[src/rtl/seg7_pkg.sv]
// seg7_pkg: shared seven-segment pattern constants, segment bit indices and capture FSM states
package seg7_pkg;
   localparam logic [6:0] SEG7_0 = 7'h3F;
   localparam logic [6:0] SEG7_1 = 7'h06;
   localparam logic [6:0] SEG7_2 = 7'h5B;
   localparam logic [6:0] SEG7_3 = 7'h4F;
   localparam logic [6:0] SEG7_4 = 7'h66;
   localparam logic [6:0] SEG7_5 = 7'h6D;
   localparam logic [6:0] SEG7_6 = 7'h7D;
   localparam logic [6:0] SEG7_7 = 7'h07;
   localparam logic [6:0] SEG7_8 = 7'h7F;
   localparam logic [6:0] SEG7_9 = 7'h6F;
   localparam logic [6:0] SEG7_A = 7'h77;
   localparam logic [6:0] SEG7_B = 7'h7C;
   localparam logic [6:0] SEG7_C = 7'h39;
   localparam logic [6:0] SEG7_D = 7'h5E;
   localparam logic [6:0] SEG7_E = 7'h79;
   localparam logic [6:0] SEG7_F = 7'h71;
   localparam int SEG_A = 0;
   localparam int SEG_B = 1;
   localparam int SEG_C = 2;
   localparam int SEG_D = 3;
   localparam int SEG_E = 4;
   localparam int SEG_F = 5;
   localparam int SEG_G = 6;
   localparam logic [6:0] SEG7_TABLE [16] = '{SEG7_0, SEG7_1, SEG7_2, SEG7_3, SEG7_4, SEG7_5, SEG7_6, SEG7_7,
                                             SEG7_8, SEG7_9, SEG7_A, SEG7_B, SEG7_C, SEG7_D, SEG7_E, SEG7_F};
   typedef enum logic {ACQUIRE, COMPARE} frame_state_e;
endpackage

[src/rtl/seg7_pattern_decode.sv]
// seg7_pattern_decode: active-high gfedcba pattern to digit; SEVEN_SEG_CAPTURE_HEX_EN adds A-F
module seg7_pattern_decode
   import seg7_pkg::*;
(
   input  logic [6:0] pattern,
   output logic       valid,
   output logic [3:0] digit
);
`ifdef SEVEN_SEG_CAPTURE_HEX_EN
   localparam int N = 16;
`else
   localparam int N = 10;
`endif
   always_comb begin
      valid = 1'b0;
      digit = 4'h0;
      for (int i = 0; i < N; i++)
         if (pattern == SEG7_TABLE[i]) begin
            valid = 1'b1;
            digit = 4'(i);
         end
   end
endmodule

[src/rtl/seven_seg_capture.sv]
// seven_seg_capture: samples a scanned 7-seg display and commits stable 4-digit BCD frames
// Optional macro SEVEN_SEG_CAPTURE_HEX_EN (via seg7_pattern_decode) accepts hex digits A-F.
module seven_seg_capture
   import seg7_pkg::*;
#(
   parameter int SETTLE_CYCLES  = 4,
   parameter int FRAMES_STABLE  = 2,
   parameter bit SEG_ACTIVE_LOW = 1'b1,
   parameter bit AN_ACTIVE_LOW  = 1'b1
) (
   input  logic        clk,
   input  logic        rst,
   input  logic [6:0]  seg_in,
   input  logic        dp_in,
   input  logic [3:0]  an_in,
   output logic [15:0] bcd,
   output logic [3:0]  dp_out,
   output logic        update,
   output logic        frame_err,
   output logic        locked
);
   localparam logic [11:0] POL = {{4{AN_ACTIVE_LOW}}, {8{SEG_ACTIVE_LOW}}};
   localparam logic [3:0]  FS  = 4'(FRAMES_STABLE);
   frame_state_e state, n_state;
   logic [11:0] s1, s2, s3;
   logic [7:0]  cnt;
   logic [3:0]  an_h, mask, n_mask, dp_w, n_dp_w, dp_c, n_dp_c, n_dp, match, n_match;
   logic [15:0] bcd_w, n_bcd_w, bcd_c, n_bcd_c, n_bcd;
   logic [6:0]  seg_h;
   logic [3:0]  dec_digit;
   logic [1:0]  idx;
   logic        dp_h, dec_valid, sample, blank, multi, good, bad, n_update, n_err, n_locked;
   // polarity is flipped before the first flop so reset-zero means idle
   assign {an_h, dp_h, seg_h} = s3;
   assign sample = cnt == 8'(SETTLE_CYCLES - 1);
   assign blank  = an_h == 4'h0;
   assign multi  = (an_h & (an_h - 4'd1)) != 4'h0;
   assign good   = sample && !blank && !multi && dec_valid;
   assign bad    = sample && !blank && (multi || !dec_valid);
   assign idx    = an_h[3] ? 2'd3 : an_h[2] ? 2'd2 : an_h[1] ? 2'd1 : 2'd0;
   seg7_pattern_decode u_dec (.pattern(seg_h), .valid(dec_valid), .digit(dec_digit));
   always_comb begin
      n_state  = state;
      n_mask   = mask;
      n_bcd_w  = bcd_w;
      n_dp_w   = dp_w;
      n_bcd_c  = bcd_c;
      n_dp_c   = dp_c;
      n_match  = match;
      n_bcd    = bcd;
      n_dp     = dp_out;
      n_locked = locked;
      n_update = 1'b0;
      n_err    = 1'b0;
      if (state == COMPARE) begin
         n_mask  = 4'h0;
         n_state = ACQUIRE;
         if ({bcd_w, dp_w} == {bcd_c, dp_c})
            n_match = match == FS ? match : match + 4'd1;
         else begin
            n_bcd_c = bcd_w;
            n_dp_c  = dp_w;
            n_match = 4'd1;
         end
         if (n_match == FS && ({n_bcd_c, n_dp_c} != {bcd, dp_out} || !locked)) begin
            n_bcd    = n_bcd_c;
            n_dp     = n_dp_c;
            n_locked = 1'b1;
            n_update = 1'b1;
         end
      end else if (mask == 4'hF)
         n_state = COMPARE;
      // a sample landing on the COMPARE cycle goes into the freshly cleared mask
      if (good) begin
         n_mask[idx]             = 1'b1;
         n_bcd_w[{idx, 2'b00} +: 4] = dec_digit;
         n_dp_w[idx]             = dp_h;
      end
      if (bad) begin
         n_err    = 1'b1;
         n_mask   = 4'h0;
         n_match  = 4'd0;
         n_locked = 1'b0;
         n_update = 1'b0;
         n_bcd    = bcd;
         n_dp     = dp_out;
         n_state  = ACQUIRE;
      end
   end
   always_ff @(posedge clk or posedge rst)
      if (rst) begin
         s1        <= 12'h0;
         s2        <= 12'h0;
         s3        <= 12'h0;
         cnt       <= 8'd0;
         state     <= ACQUIRE;
         mask      <= 4'h0;
         bcd_w     <= 16'h0;
         dp_w      <= 4'h0;
         bcd_c     <= 16'h0;
         dp_c      <= 4'h0;
         match     <= 4'd0;
         bcd       <= 16'h0;
         dp_out    <= 4'h0;
         locked    <= 1'b0;
         update    <= 1'b0;
         frame_err <= 1'b0;
      end else begin
         s1        <= {an_in, dp_in, seg_in} ^ POL;
         s2        <= s1;
         s3        <= s2;
         cnt       <= s2 != s3 ? 8'd0 : cnt == 8'(SETTLE_CYCLES) ? cnt : cnt + 8'd1;
         state     <= n_state;
         mask      <= n_mask;
         bcd_w     <= n_bcd_w;
         dp_w      <= n_dp_w;
         bcd_c     <= n_bcd_c;
         dp_c      <= n_dp_c;
         match     <= n_match;
         bcd       <= n_bcd;
         dp_out    <= n_dp;
         locked    <= n_locked;
         update    <= n_update;
         frame_err <= n_err;
      end
endmodule
[config.mk]
export PLATFORM = sky130hd
export DESIGN_NAME = seven_seg_capture
export DESIGN_NICKNAME = d
export VERILOG_FILES = /design/src/rtl/seg7_pkg.sv /design/src/rtl/seg7_pattern_decode.sv /design/src/rtl/seven_seg_capture.sv
export SDC_FILE = /design/constraint.sdc
export NUM_CORES = 1
export LEC_CHECK = 0
export BUFFER_PORTS_ARGS = -buffer_cell sky130_fd_sc_hd__buf_2
export CAP_MARGIN = 25
export CORE_MARGIN = 2
export CORE_UTILIZATION = 58
export CTS_BUF_LIST = sky130_fd_sc_hd__clkbuf_4 sky130_fd_sc_hd__clkbuf_8 sky130_fd_sc_hd__clkbuf_16
export DETAILED_ROUTE_END_ITERATION = 8
export PLACE_DENSITY_LB_ADDON = 0.05
export SYNTH_ARGS = -nofsm -noshare
export SYNTH_HDL_FRONTEND = slang
export SYNTH_SLANG_ARGS = --single-unit
[constraint.sdc]
create_clock -name clk -period 10.18 [get_ports clk]
set_input_delay 2.036 -clock clk [delete_from_list [all_inputs] [get_ports clk]]
set_output_delay 2.036 -clock clk [all_outputs]
set_load 0.005 [all_outputs]
==> results.toml <==
[pwr]
pwr-share-seq = 0.454
switching_share = 0.227
power.leakage_uw = 0.00299
power_uw = 1050
ir_drop_uv = 116
p_int_uw = 808
powerDensity_nw_per_um2 = 173
share_comb_of_total_power = 0.025
power.switching_uw = 238
clockPowerShare = 0.521

[drt]
drt-pass1-iter-count = 5
drt_first_iter_violations = 92
wire_per_inst_um = 15.9
vias = 3133
wl_mm = 9.21
drc = 0
final_antenna_net_count = 0
vias_per_cell = 5.42

[cts]
hold_buffers = 0
tritoncts = "yes"
cts_resized = 0
clock_latency_ns = 0.51
htree_levels = 4
clk_pin_slew_ns = 0.06
cts_num_sinks = 116
cts_root_buf = "clkbuf_8"
cts_buffers = 17
cts_setup_buffers = 0
cts.path.max_buffers = 2

[critical_path]
cpLargestDelayFamily = "flip-flops"
reg2reg_from = "bcd_w[8]"
crit_chain = "buf_2"
critical_path.startpoint = "bcd[7]"
worst_path_max_delay_cell = "dfrtp_1"
max_stage_delay_ns = 0.42
crit_required_ns = 8.14
start_kind = "flop"
path_class = "flop to output port"
crit_path_max_fanout = 3
endpoint_kind = "output port"
cp.arrival_ns = 1.08
cp.buffers_inverters = 1

[yosys]
yosys_warnings = 0
synth_cell_type_count = 45
synth-main-ff-cell = "dfrtp_1"
yosysTopAreaCell = "dfrtp_1"
synth.top_cell.area_share = 0.559
synth_edf_count = 0
ys_top_cells_by_count = "116 x dfrtp_1, 40 x mux2_2, 35 x nor2_1, 35 x xnor2_1, 26 x xor2_1"
syn-num-nets = 433
synth.avg_cell_area_um2 = 12.7
netlist_area_um2 = 5190
ys_ff_latch = 116
ys_seq_area_frac = 0.559
synthCells = 410
synthTopCellsByArea = "dfrtp_1 56%, mux2_2 8.7%, xnor2_1 5.9%"
synth_most_common_cell = "dfrtp_1"
async_reset_ff_frac = 1.00

[global_route]
grt_usage = 0.209
grt_max_degree = 60
grt_pass1_wl_mm = 15.6
grt_pass1_vias = 3102
antenna_found_initial = 0
overflow = 0

[die]
die-height_um = 98.6
die_x_um = 98.6
pin_count = 37
core_area_um2 = 8720
rows = 34
dieArea_um2 = 9730
start_util = 0.596

[place]
dpl.hpwl_mm = 6.22
gp_congestion = 0.807
io_buffers = 36

[timing]
fin_tns_setup_ns = 0
finalSetupViolations = 0
timing.fmax_ghz = 0.321
rsz0062_at_grt = "no"
min_period_ns = 3.11
maxSlewViolCount = 0
relSlewSlack = 0.436
final.setup_skew_ns = 0.00837
finalCritPeriodShare = 0.306
hold_viol = 0
tightest_slew_ns = 0.839

[cells_and_area]
fillers = 624
area_growth_pct = 16.2
drive_above_1_share = 0.294
antenna_cells = 0
register_area_um2 = 2900
nets = 480
multi_input_area_um2 = 2150

[status]
outcome = "complete, no violations"

[min_path]
hold_class = "flop to flop"
hold_start = "s1[8]"

[job]
max_cap_violations = 0
[state kept, by name, indices dropped and copies added, names as in the netlist]
name       flops
bcd           16
s1            12
s3            12
cnt            8
locked         1
s2            12
frame_err      1
match          4
bcd_c         16
bcd_w         16
mask           4
dp_out         4
update         1
state          1
dp_w           4
dp_c           4
[cell families after synthesis]
kind of cell / Yosys count / synth area share
flops: 116 / 0.559
simple gates: 107 / 0.114
xor+xnor: 61 / 0.103
mux: 60 / 0.145
buf+inv: 33 / 0.0277
compound gates: 24 / 0.0303
fa+ha+maj: 9 / 0.0217
[stage by stage]
| step | area, µm² | hold WS (ns) | worst slack [ns] | util | cells |
|---|---|---|---|---|---|
| detailed placement | 5460 | 0.336 | 6.72 | 0.626 | 545 |
| finish | 6030 | 0.346 | 7.07 | 0.692 | 578 |
| global placement | 5460 | 0.332 | 6.75 | 0.626 | 545 |
| global route | 6030 | 0.358 | 7.03 | 0.692 | 578 |
| CTS | 6020 | 0.349 | 7.02 | 0.690 | 577 |
| floorplan | 5190 | 0.331 | 5.07 | - | 410 |
[per-layer routing]
| metal | vias to the layer above | wire, µm | track usage |
|---|---|---|---|
| met5 | - | 0 | 0 |
| met4 | 0 | 138 | 0.102 |
| met3 | 12 | 280 | 0.0496 |
| met2 | 53 | 4550 | 0.333 |
| met1 | 1556 | 4240 | 0.273 |
| li1 | 1512 | - | - |
[area by class of cell]
class	count	share of cell area
flip-flops and latches	116	0.481
multi-input cells	261	0.356
clock buffers	18	0.0709
repair buffers	38	0.0336
well taps	108	0.0224
clock inverters	14	0.0214
inverters	23	0.0147
[power by group through the flow]
stage / logic, µW / clock network (µW) / registers [µW]
6_report: 26.1 / 545 / 475
5_1_grt: 30.6 / 575 / 476
4_1_cts: 27.0 / 556 / 475
3_5_place_dp: 26.8 / 0 / 483
3_3_place_gp: 26.1 / 0 / 483
2_1_floorplan: 20.4 / 0 / 480
[worst paths after layout]
kind	to	slack, ns	cells past startpoint
max	bcd[7]	7.07	1
min	s2[8]	0.35	0
max reg2reg	bcd[1]	7.32	6
min reg2reg	s2[8]	0.35	0
max in group asynchronous	bcd[5]	7.33	3
min in group asynchronous	s2[5]	1.65	2
[placed cells by master (no fill, tap or decap), types with 3 or more instances in the layout]
| cell type | synthesis | routed |
|---|---|---|
| or3_1 | 3 | 3 |
| clkbuf_16 | 0 | 16 |
| nand3b_1 | 4 | 4 |
| buf_2 | 3 | 36 |
| and3_1 | 3 | 3 |
| xnor2_1 | 35 | 35 |
| nand3_1 | 11 | 11 |
| o31ai_1 | 3 | 3 |
| clkinvlp_4 | 0 | 6 |
| a21oi_1 | 9 | 9 |
| mux2_4 | 20 | 20 |
| inv_1 | 23 | 22 |
| dfrtp_1 | 116 | 116 |
| xor2_1 | 26 | 26 |
| nand4_1 | 14 | 14 |
| nand2_1 | 8 | 8 |
| mux2_2 | 40 | 40 |
| nor2_1 | 35 | 35 |
| nor2b_1 | 4 | 4 |
| nor4_1 | 7 | 7 |
| ha_1 | 9 | 9 |
| o21a_1 | 3 | 3 |
| inv_6 | 0 | 4 |
Note: power is estimated with default switching activity, not from simulation.
